### src/rtl/ucbus_responder_if.sv
// Uncached cbus request/response bundle plus the single-beat memory port behind it.
// slave is the responder's view; master is the view of the ROB/memory environment.
interface ucbus_responder_if #(
  parameter int ADDR_W = 64,
  parameter int DATA_W = 64
);
  localparam int STRB_W = DATA_W / 8;

  logic              req_valid;
  logic              req_is_write;
  logic [2:0]        req_size;
  logic [ADDR_W-1:0] req_addr;
  logic [STRB_W-1:0] req_strobe;
  logic [DATA_W-1:0] req_data;
  logic [3:0]        req_len;
  logic [1:0]        req_burst;

  logic              resp_ready;
  logic              resp_last;
  logic [DATA_W-1:0] resp_data;
  logic              resp_err;

  logic              m_req_valid;
  logic              m_req_ready;
  logic              m_is_write;
  logic [ADDR_W-1:0] m_addr;
  logic [2:0]        m_size;
  logic [STRB_W-1:0] m_strobe;
  logic [DATA_W-1:0] m_wdata;
  logic              m_resp_valid;
  logic [DATA_W-1:0] m_rdata;

  modport slave (
    input  req_valid, req_is_write, req_size, req_addr, req_strobe, req_data, req_len, req_burst,
    output resp_ready, resp_last, resp_data, resp_err,
    output m_req_valid, m_is_write, m_addr, m_size, m_strobe, m_wdata,
    input  m_req_ready, m_resp_valid, m_rdata
  );

  modport master (
    output req_valid, req_is_write, req_size, req_addr, req_strobe, req_data, req_len, req_burst,
    input  resp_ready, resp_last, resp_data, resp_err,
    input  m_req_valid, m_is_write, m_addr, m_size, m_strobe, m_wdata,
    output m_req_ready, m_resp_valid, m_rdata
  );
endinterface

### src/rtl/ucbus_responder.sv
// Responder for uncached ROB requests: latches one request and replays it as
// single-beat memory transactions, returning one ready pulse per beat.
module ucbus_responder #(
  parameter int ADDR_W  = 64,
  parameter int DATA_W  = 64,
  parameter int TIMEOUT = 255
) (
  input  logic               clk,
  input  logic               reset,
  ucbus_responder_if.slave   bus
);
  localparam int STRB_W = DATA_W / 8;
  localparam int TO_W   = (TIMEOUT > 1) ? $clog2(TIMEOUT) : 1;
  localparam logic [TO_W-1:0] TO_LAST = TO_W'((TIMEOUT > 0) ? TIMEOUT - 1 : 0);

  typedef enum logic [1:0] {IDLE, ISSUE, WAIT, RESP} state_t;

  state_t            state_q, state_d;
  logic              is_write_q;
  logic [2:0]        size_q;
  logic [ADDR_W-1:0] addr_q;
  logic [STRB_W-1:0] strobe_q;
  logic [DATA_W-1:0] wdata_q;
  logic [3:0]        beats_left_q;
  logic [1:0]        burst_q;
  logic [DATA_W-1:0] rdata_q;
  logic              err_q;
  logic [TO_W-1:0]   to_cnt_q;

  logic timeout_hit;
  logic last_beat;

  assign timeout_hit = (TIMEOUT != 0) && (to_cnt_q == TO_LAST);
  assign last_beat   = (beats_left_q == 4'd0);

  always_ff @(posedge clk or posedge reset) begin
    if (reset) state_q <= IDLE;
    else       state_q <= state_d;
  end

  always_comb begin
    state_d = state_q;
    case (state_q)
      IDLE:    if (bus.req_valid)   state_d = ISSUE;
      ISSUE:   if (bus.m_req_ready) state_d = WAIT;
      WAIT:    if (bus.m_resp_valid || timeout_hit) state_d = RESP;
      RESP:    state_d = last_beat ? IDLE : ISSUE;
      default: state_d = IDLE;
    endcase
  end

  always_comb begin
    bus.m_req_valid = (state_q == ISSUE);
    bus.m_is_write  = is_write_q;
    bus.m_addr      = addr_q;
    bus.m_size      = size_q;
    bus.m_strobe    = strobe_q;
    bus.m_wdata     = wdata_q;
    bus.resp_ready  = (state_q == RESP);
    bus.resp_last   = (state_q == RESP) && last_beat;
    bus.resp_err    = (state_q == RESP) && err_q;
    bus.resp_data   = rdata_q;
  end

  // A response arriving on the timeout cycle takes priority over the error beat.
  always_ff @(posedge clk or posedge reset) begin
    if (reset) begin
      is_write_q   <= 1'b0;
      size_q       <= '0;
      addr_q       <= '0;
      strobe_q     <= '0;
      wdata_q      <= '0;
      beats_left_q <= '0;
      burst_q      <= '0;
      rdata_q      <= '0;
      err_q        <= 1'b0;
      to_cnt_q     <= '0;
    end else begin
      case (state_q)
        IDLE: begin
          if (bus.req_valid) begin
            is_write_q   <= bus.req_is_write;
            size_q       <= bus.req_size;
            addr_q       <= bus.req_addr;
            strobe_q     <= bus.req_is_write ? bus.req_strobe : '0;
            wdata_q      <= bus.req_data;
            beats_left_q <= bus.req_len;
            burst_q      <= bus.req_burst;
            err_q        <= 1'b0;
          end
        end
        ISSUE: begin
          if (bus.m_req_ready) to_cnt_q <= '0;
        end
        WAIT: begin
          if (bus.m_resp_valid) begin
            rdata_q <= bus.m_rdata;
            err_q   <= 1'b0;
          end else if (timeout_hit) begin
            rdata_q <= '1;
            err_q   <= 1'b1;
          end else if (TIMEOUT != 0) begin
            to_cnt_q <= to_cnt_q + TO_W'(1);
          end
        end
        RESP: begin
          if (!last_beat) begin
            beats_left_q <= beats_left_q - 4'd1;
            if (burst_q == 2'd1) addr_q <= addr_q + (ADDR_W'(1) << size_q);
          end
        end
        default: ;
      endcase
    end
  end
endmodule
### src/flat_wrapper.sv
// flat-port wrapper written by rule: the top's interface ports become plain ports
module ucbus_responder_flat 
#(
  parameter int ADDR_W  = 64,
  parameter int DATA_W  = 64,
  parameter int TIMEOUT = 255
)
  (clk, reset, bus_req_valid, bus_req_is_write, bus_req_size, bus_req_addr, bus_req_strobe, bus_req_data, bus_req_len, bus_req_burst, bus_resp_ready, bus_resp_last, bus_resp_data, bus_resp_err, bus_m_req_valid, bus_m_is_write, bus_m_addr, bus_m_size, bus_m_strobe, bus_m_wdata, bus_m_req_ready, bus_m_resp_valid, bus_m_rdata);
  ucbus_responder_if #(.ADDR_W(ADDR_W), .DATA_W(DATA_W)) bus_i ();
  input  logic clk;
  input  logic reset;
  input wire logic [$bits(bus_i.req_valid)-1:0] bus_req_valid;
  input wire logic [$bits(bus_i.req_is_write)-1:0] bus_req_is_write;
  input wire logic [$bits(bus_i.req_size)-1:0] bus_req_size;
  input wire logic [$bits(bus_i.req_addr)-1:0] bus_req_addr;
  input wire logic [$bits(bus_i.req_strobe)-1:0] bus_req_strobe;
  input wire logic [$bits(bus_i.req_data)-1:0] bus_req_data;
  input wire logic [$bits(bus_i.req_len)-1:0] bus_req_len;
  input wire logic [$bits(bus_i.req_burst)-1:0] bus_req_burst;
  output wire logic [$bits(bus_i.resp_ready)-1:0] bus_resp_ready;
  output wire logic [$bits(bus_i.resp_last)-1:0] bus_resp_last;
  output wire logic [$bits(bus_i.resp_data)-1:0] bus_resp_data;
  output wire logic [$bits(bus_i.resp_err)-1:0] bus_resp_err;
  output wire logic [$bits(bus_i.m_req_valid)-1:0] bus_m_req_valid;
  output wire logic [$bits(bus_i.m_is_write)-1:0] bus_m_is_write;
  output wire logic [$bits(bus_i.m_addr)-1:0] bus_m_addr;
  output wire logic [$bits(bus_i.m_size)-1:0] bus_m_size;
  output wire logic [$bits(bus_i.m_strobe)-1:0] bus_m_strobe;
  output wire logic [$bits(bus_i.m_wdata)-1:0] bus_m_wdata;
  input wire logic [$bits(bus_i.m_req_ready)-1:0] bus_m_req_ready;
  input wire logic [$bits(bus_i.m_resp_valid)-1:0] bus_m_resp_valid;
  input wire logic [$bits(bus_i.m_rdata)-1:0] bus_m_rdata;
  assign bus_i.req_valid = bus_req_valid;
  assign bus_i.req_is_write = bus_req_is_write;
  assign bus_i.req_size = bus_req_size;
  assign bus_i.req_addr = bus_req_addr;
  assign bus_i.req_strobe = bus_req_strobe;
  assign bus_i.req_data = bus_req_data;
  assign bus_i.req_len = bus_req_len;
  assign bus_i.req_burst = bus_req_burst;
  assign bus_resp_ready = bus_i.resp_ready;
  assign bus_resp_last = bus_i.resp_last;
  assign bus_resp_data = bus_i.resp_data;
  assign bus_resp_err = bus_i.resp_err;
  assign bus_m_req_valid = bus_i.m_req_valid;
  assign bus_m_is_write = bus_i.m_is_write;
  assign bus_m_addr = bus_i.m_addr;
  assign bus_m_size = bus_i.m_size;
  assign bus_m_strobe = bus_i.m_strobe;
  assign bus_m_wdata = bus_i.m_wdata;
  assign bus_i.m_req_ready = bus_m_req_ready;
  assign bus_i.m_resp_valid = bus_m_resp_valid;
  assign bus_i.m_rdata = bus_m_rdata;
  ucbus_responder #(.ADDR_W(ADDR_W), .DATA_W(DATA_W), .TIMEOUT(TIMEOUT)) u_core (.clk(clk), .reset(reset), .bus(bus_i));
endmodule
### config.mk
export PLATFORM = sky130hd
export DESIGN_NAME = ucbus_responder_flat
export DESIGN_NICKNAME = d
export VERILOG_FILES = /design/src/rtl/ucbus_responder_if.sv /design/src/rtl/ucbus_responder.sv /design/src/flat_wrapper.sv
export SDC_FILE = /design/constraint.sdc
export NUM_CORES = 1
export LEC_CHECK = 0
export BUFFER_PORTS_ARGS = -buffer_cell sky130_fd_sc_hd__buf_2
export CORE_AREA = 2 2 166 168
export DETAILED_ROUTE_END_ITERATION = 8
export DIE_AREA = 0 0 168 170
export PLACE_DENSITY = 0.64
export SLEW_MARGIN = 20
export SYNTH_ARGS = -nofsm -noshare
export SYNTH_HDL_FRONTEND = slang
export SYNTH_SLANG_ARGS = --single-unit
### constraint.sdc
create_clock -name clk -period 11.8 [get_ports clk]
set_clock_uncertainty 0.1 [all_clocks]
set_input_delay 2.36 -clock clk [delete_from_list [all_inputs] [get_ports clk]]
set_output_delay 2.36 -clock clk [all_outputs]
set_load 0.01 [all_outputs]
==> flow_metrics.env, run 1 <==
export IMPL_final_area_mm2=0.01389
export IMPL_dp_hpwl_um=25330
export IMPL_ctsResizeCount=0
export IMPL_synth_avg_cell_area_um2=10.75
export IMPL_port_buffers=422
export IMPL_layout_drive_gt1_share=0.4044
export IMPL_routedWlPerCell_um=19.95
export IMPL_netlist_area_mm2=0.01060
export IMPL_die_h_um=170
export IMPL_comb_power_share=0.448
export IMPL_clock_latency_ns=0.52
export IMPL_rows=60
export IMPL_finalCritPeriodShare=0.4185
export IMPL_synth_seq_area_share=0.5218
export IMPL_finalWorstSetupSlack_ns=6.862
export IMPL_outcome="finished clean"
export IMPL_antenna_left=0
export IMPL_drv_slew=0
export IMPL_synth_ff_type="dfrtp_1"
export IMPL_fin_nets=1620
export IMPL_ios=423
export IMPL_cp_endpoint="bus_resp_last"
export IMPL_antenna_found_initial=4
export IMPL_placed_cell_area_mm2=0.01303
export IMPL_synth_edf_count=0
export IMPL_hold_path_class="flip-flop to flip-flop"
export IMPL_firstDrtPassIters=5
export IMPL_power_w=0.004061
export IMPL_yosysTopAreaCell="dfrtp_1"
export IMPL_die_area_mm2=0.02856
export IMPL_synth_common_cells="221 x dfrtp_1, 83 x nand2_1, 72 x mux2_2"
export IMPL_swShare=0.4068
export IMPL_htree_levels=1
export IMPL_async_flop_share=1.000
export IMPL_core_area_mm2=0.02665
export IMPL_maxSlewHeadroom=0.2929
export IMPL_power_frac_seq=0.358
export IMPL_grt_pass1_wl_um=52840
export IMPL_hold_viol=0
export IMPL_multi_input_area_mm2=0.004790
export IMPL_period_minus_slack_ns=4.938
export IMPL_yosysTopAreaCellShare=0.5218
export IMPL_gr_total_overflow=0
export IMPL_switchingPower_w=0.001652
export IMPL_required_ns=9.34
export IMPL_dpl_worst_slack_ns=7.086
export IMPL_p_int_w=0.002409
export IMPL_max_cap_violations=0
export IMPL_syn_nets=1217
export IMPL_cts_tree="done"
export IMPL_postCtsHoldBufs=0
export IMPL_rr_worst_depth=8
export IMPL_grt_pass1_vias=9419
export IMPL_seq_area_mm2=0.005530
export IMPL_area_growth_pct=31.10
export IMPL_setup_tns_ns=0
export IMPL_utilization=0.5213
export IMPL_vias=9911
export IMPL_power_density_mw_per_mm2=292.3
export IMPL_ys_warn_count=0
export IMPL_crit_arrival_ns=2.48
export IMPL_die_w_um=168
export IMPL_netlist_instances=986
export IMPL_clkTransAtPathRegs_ns=0.06
export IMPL_crit_path_end_kind="output pin"
export IMPL_cts_setup_buffers=0
export IMPL_r2r_end="u_core.bus.m_addr[59]$_DFFE_PP0P_"
export IMPL_total_leakage_power_nw=6.344
export IMPL_critPathLaunchType="flip-flop"
export IMPL_ir_drop_mv=0.1729
export IMPL_grt_max_degree=118
export IMPL_n_fill_cell=2466
export IMPL_ys_types=66
export IMPL_cts_buffers=26
export IMPL_worst_pin_slew_ns=1.046
export IMPL_ys_ff_latch=221
export IMPL_regToRegSetupSlack_ns=7.97
export IMPL_root_buffer="clkbuf_16"
export IMPL_drc_errors=0
export IMPL_critPathKind="flip-flop to output pin"
export IMPL_synth_area_leaders="dfrtp_1 52%, mux2_2 7.7%, o22a_1 5.4%"
export IMPL_max_clock_path_buffers=3
export IMPL_pwr_share_clk=0.194
export IMPL_clkSinkCount=221
export IMPL_start_util=0.3977
export IMPL_synth_most_common_cell="dfrtp_1"
export IMPL_via_per_inst=5.663
export IMPL_rsz0062_at_grt="false"
export IMPL_critical_path_peak_fanout=8
export IMPL_clock_fmax_ghz=0.2025
export IMPL_r2r_start="u_core.state_q[0]$_DFFE_PP0P_"
export IMPL_gp_congestion=0.8786
export IMPL_setup_viol=0
export IMPL_grt_use_total=0.2331
export IMPL_routed_wl_um=34920
export IMPL_drt_initial_drc_count=892
export IMPL_startpoint="u_core.state_q[0]$_DFFE_PP0P_"
==> cell families after synthesis <==
| group | after synthesis | share of synthesized area |
|---|---|---|
| buffers and inverters | 79 | 0.02951 |
| AO/OA/AOI/OAI | 269 | 0.1826 |
| flip-flops | 221 | 0.5218 |
| XOR/XNOR | 6 | 0.004959 |
| multiplexers | 90 | 0.09351 |
| adder cells (fa/ha/maj) | 16 | 0.01960 |
| AND/OR/NAND/NOR | 305 | 0.1479 |
==> registers in the layout, indices dropped and copies added (netlist names) <==
register               count
u_core.bus.m_addr         64
u_core.bus.m_wdata        64
u_core.bus.resp_data      64
u_core.bus.m_strobe        8
u_core.to_cnt_q            8
u_core.beats_left_q        4
u_core.bus.m_size          3
u_core.burst_q             2
u_core.state_q             2
u_core.bus.m_is_write      1
u_core.err_q               1
==> power by group through the flow <==
stage | Sequential [W] | Clock [W] | Combinational (W)
5_1_grt | 0.00151 | 0.000840 | 0.00198
4_1_cts | 0.00145 | 0.000810 | 0.00183
2_1_floorplan | 0.00156 | 0 | 0.000980
3_3_place_gp | 0.00144 | 0 | 0.00180
6_report | 0.00145 | 0.000790 | 0.00182
3_5_place_dp | 0.00146 | 0 | 0.00183
==> routing by layer <==
| layer | vias up | routed length (µm) | GRT usage |
|---|---|---|---|
| li1 | 4542 | - | - |
| met2 | 519 | 17230 | 0.4064 |
| met4 | 0 | 1106 | 0.07335 |
| met5 | - | 0 | 0 |
| met1 | 4778 | 13470 | 0.2869 |
| met3 | 72 | 3109 | 0.05512 |
==> area by class of cell <==
class / count / share of cell area
Multi-Input combinational cell: 686 / 0.3447
Clock buffer: 41 / 0.05890
Tap cell: 341 / 0.03071
Antenna cell: 2 / 0.0003602
Sequential cell: 221 / 0.3981
Inverter: 18 / 0.005403
Timing Repair Buffer: 436 / 0.1596
Clock inverter: 5 / 0.002251
==> per-stage QoR <==
| stage | hold slack, ns | instances |
|---|---|---|
| floorplan | 0.3465 | 986 |
| global placement | 0.3591 | 1702 |
| detailed placement | 0.3696 | 1702 |
| CTS | 0.3864 | 1748 |
| global route | 0.4091 | 1749 |
| finish | 0.3865 | 1750 |
==> worst max-delay path, stage by stage, from the launching register on <==
cell	delay [ns]
dfrtp_1	0.42
ha_2	0.35
nor4bb_1	0.86
buf_2	0.32
==> cell usage in the layout, fill, tap and decap left out, drive strengths merged, types with 8 or more instances in the layout <==
master  instances
nor3           29
a21oi          40
nor3b           9
clkbuf         41
and4            8
nand4          29
inv            19
a211oi         16
mux2i          18
o22a           65
and2            9
o22ai          23
o211ai          9
nand3          32
o21ai          43
and3           13
mux2           72
nor2           51
nand2          83
dfrtp         221
nor4            9
buf           436
a31oi          13
o31ai           8
ha             15
or3            12
==> worst min path at each step <==
| stage | start | endpoint | slack (ns) | depth (start not counted) |
|---|---|---|---|---|
| after detailed placement | u_core.to_cnt_q[6]$_DFFE_PP0P_ | u_core.to_cnt_q[6]$_DFFE_PP0P_ | 0.37 | 1 |
| after global routing | u_core.to_cnt_q[6]$_DFFE_PP0P_ | u_core.to_cnt_q[6]$_DFFE_PP0P_ | 0.41 | 1 |
| after floorplan | u_core.to_cnt_q[6]$_DFFE_PP0P_ | u_core.to_cnt_q[6]$_DFFE_PP0P_ | 0.35 | 1 |
| after global placement | u_core.bus.m_strobe[3]$_DFFE_PP0P_ | u_core.bus.m_strobe[3]$_DFFE_PP0P_ | 0.36 | 2 |
| after CTS | u_core.to_cnt_q[6]$_DFFE_PP0P_ | u_core.to_cnt_q[6]$_DFFE_PP0P_ | 0.39 | 1 |
| final | u_core.bus.m_strobe[7]$_DFFE_PP0P_ | u_core.bus.m_strobe[7]$_DFFE_PP0P_ | 0.39 | 2 |
Note: power is estimated with default switching activity, not from simulation.
==> run 2: changes to the inputs <==
--- a/config.mk
+++ b/config.mk
@@ -6,10 +6,10 @@
 export NUM_CORES = 1
 export LEC_CHECK = 0
 export BUFFER_PORTS_ARGS = -buffer_cell sky130_fd_sc_hd__buf_2
-export CORE_AREA = 2 2 166 168
+export CORE_AREA = 2 2 163 165
 export DETAILED_ROUTE_END_ITERATION = 8
-export DIE_AREA = 0 0 168 170
-export PLACE_DENSITY = 0.64
+export DIE_AREA = 0 0 165 167
+export PLACE_DENSITY = 0.69
 export SLEW_MARGIN = 20
 export SYNTH_ARGS = -nofsm -noshare
 export SYNTH_HDL_FRONTEND = slang
==> constraint.sdc (replaced) <==
create_clock -name clk -period 4.45 [get_ports clk]
set_clock_uncertainty 0.1 [all_clocks]
set_input_delay 0.89 -clock clk [delete_from_list [all_inputs] [get_ports clk]]
set_output_delay 0.89 -clock clk [all_outputs]
set_load 0.01 [all_outputs]
==> run 2 against run 1 <==
Against the previous run:
- total power increased to 2.6 times the previous value
- count of clock-buffer cells in the layout decreased by 6
- utilization is 1.6 points higher
- routed wire length down 0.55%
- first-iteration DRC count is 0.90% higher
- flip-flop and latch count unchanged
- sequential share of layout area rose by 0.11 points
- clock power rose by 150%
- global-route usage rose by 1.2 points
- critical endpoint is now u_core.bus.m_addr[37]$_DFFE_PP0P_
- largest cell class unchanged
==> flow_metrics.env, run 2 (synthesis gave the netlist of run 1 again) <==
export IMPL_outcome="finished clean"
export IMPL_drv_slew=0
export IMPL_grt_max_degree=115
export IMPL_hold_viol=0
export IMPL_core_area_mm2=0.02576
export IMPL_grt_pass1_vias=9891
export IMPL_total_leakage_power_nw=6.331
export IMPL_clock_fmax_ghz=0.2992
export IMPL_critPathKind="flip-flop to flip-flop"
export IMPL_final_cell_mix="422 x buf_2, 221 x dfrtp_1, 81 x nand2_1"
export IMPL_setup_viol=0
export IMPL_area_growth_pct=30.73
export IMPL_fin_nets=1623
export IMPL_rsz0062_at_grt="false"
export IMPL_antenna_left=0
export IMPL_clkSinkCount=221
export IMPL_clkTransAtPathRegs_ns=0.06
export IMPL_setup_tns_ns=0
export IMPL_max_clock_path_buffers=3
export IMPL_die_w_um=165
export IMPL_ir_drop_mv=0.5339
export IMPL_maxSlewHeadroom=0.2907
export IMPL_seq_area_mm2=0.005530
export IMPL_crit_arrival_ns=3.62
export IMPL_final_area_mm2=0.01385
export IMPL_vias=9986
export IMPL_routedWlPerCell_um=19.89
export IMPL_postCtsHoldBufs=0
export IMPL_n_fill_cell=2328
export IMPL_worst_pin_slew_ns=1.064
export IMPL_die_area_mm2=0.02756
export IMPL_hold_path_class="primary input to async pin"
export IMPL_cts_tree="done"
export IMPL_firstDrtPassIters=5
export IMPL_period_minus_slack_ns=3.342
export IMPL_final_cells=1746
export IMPL_ios=423
export IMPL_gp_congestion=0.9244
export IMPL_cts_buffers=25
export IMPL_ctsResizeCount=0
export IMPL_dp_cells=1700
export IMPL_critical_path_peak_fanout=13
export IMPL_clock_latency_ns=0.51
export IMPL_routed_wl_um=34720
export IMPL_final_common_cell="buf_2"
export IMPL_gr_total_overflow=0
export IMPL_drt_initial_drc_count=900
export IMPL_max_cap_violations=0
export IMPL_finalCritPeriodShare=0.7511
export IMPL_root_buffer="clkbuf_16"
export IMPL_dp_hpwl_um=24970
export IMPL_multi_input_area_mm2=0.004781
export IMPL_required_ns=4.72
export IMPL_die_h_um=167
export IMPL_layout_drive_gt1_share=0.4041
export IMPL_power_density_mw_per_mm2=772.4
export IMPL_crit_path_end_kind="flip-flop"
export IMPL_grt_use_total=0.2447
export IMPL_critPathLaunchType="flip-flop"
export IMPL_port_buffers=422
export IMPL_drc_errors=0
export IMPL_cts_setup_buffers=0
export IMPL_via_per_inst=5.719
export IMPL_antenna_found_initial=4
export IMPL_rows=59
export IMPL_placed_cell_area_mm2=0.01307
export IMPL_grt_pass1_wl_um=53440
export IMPL_start_util=0.4113
export IMPL_whs_ns=0.2561
export IMPL_utilization=0.5378
export IMPL_htree_levels=1
[run 2: changes by cell type in the layout (fill, tap and decap cells not counted), moves of 2 or more]
| cell | change |
|---|---|
| clkbuf_16 | -2 |
| clkinvlp_4 | +2 |
| buf_12 | +2 |
| buf_4 | +2 |
| clkbuf_8 | -5 |
| clkinv_2 | +2 |
[run 2: path summary, 6_finish.rpt]
check	start	end	slack, ns	cells after the start
max in group asynchronous	reset	u_core.bus.m_addr[25]$_DFFE_PP0P_	3.06	3
min in group clk	u_core.bus.m_strobe[7]$_DFFE_PP0P_	u_core.bus.m_strobe[7]$_DFFE_PP0P_	0.39	2
setup reg to reg	u_core.bus.m_size[0]$_DFFE_PP0P_	u_core.bus.m_addr[37]$_DFFE_PP0P_	1.11	8
hold reg to reg	u_core.bus.m_strobe[7]$_DFFE_PP0P_	u_core.bus.m_strobe[7]$_DFFE_PP0P_	0.39	2
hold / removal	reset	u_core.bus.resp_data[38]$_DFFE_PP0P_	0.26	2
setup / recovery	u_core.bus.m_size[0]$_DFFE_PP0P_	u_core.bus.m_addr[37]$_DFFE_PP0P_	1.11	8
[run 2: stage by stage]
step | power (W) | worst slack (ns)
floorplan | 0.006746 | 0.5779
global route | 0.01142 | 0.6981
finish | 0.01070 | 1.108
detailed placement | 0.008750 | 1.193
CTS | 0.01077 | 1.179
global placement | 0.008606 | 1.284
[run 2: cell type report]
cell class / count / area share
Multi-Input combinational cell: 686 / 0.3451
Antenna cell: 3 / 0.0005419
Inverter: 18 / 0.005148
Clock inverter: 8 / 0.005057
Sequential cell: 221 / 0.3992
Tap cell: 335 / 0.03025
Timing Repair Buffer: 440 / 0.1640
Clock buffer: 35 / 0.05075
[run 2: worst max-delay path: stages (launching register included)]
cell and delay [ns]:
dfrtp_1 0.49, nor3b_1 0.39, ha_1 0.24, a211oi_1 0.05, o21ai_0 0.45, a41o_2 0.48, nand4_1 0.39, o311ai_0 0.46
o211ai_1 0.14
[run 2: power breakdown]
part / leakage, nW / switching (W) / internal (W)
clock: 0.378 / 0.000816 / 0.00115
combinational: 3.36 / 0.00271 / 0.00215
sequential: 2.59 / 0.000872 / 0.00300
total: 6.33 / 0.00440 / 0.00630
[run 2: layer usage]
layer  vias up  global-route usage  part of all wire
li1       4548                   -                 -
met1      4792              0.2996              0.38
met2       558              0.4089              0.47
met3        86             0.06675              0.10
met5         -                   0           0.00020
met4         2             0.09452             0.039
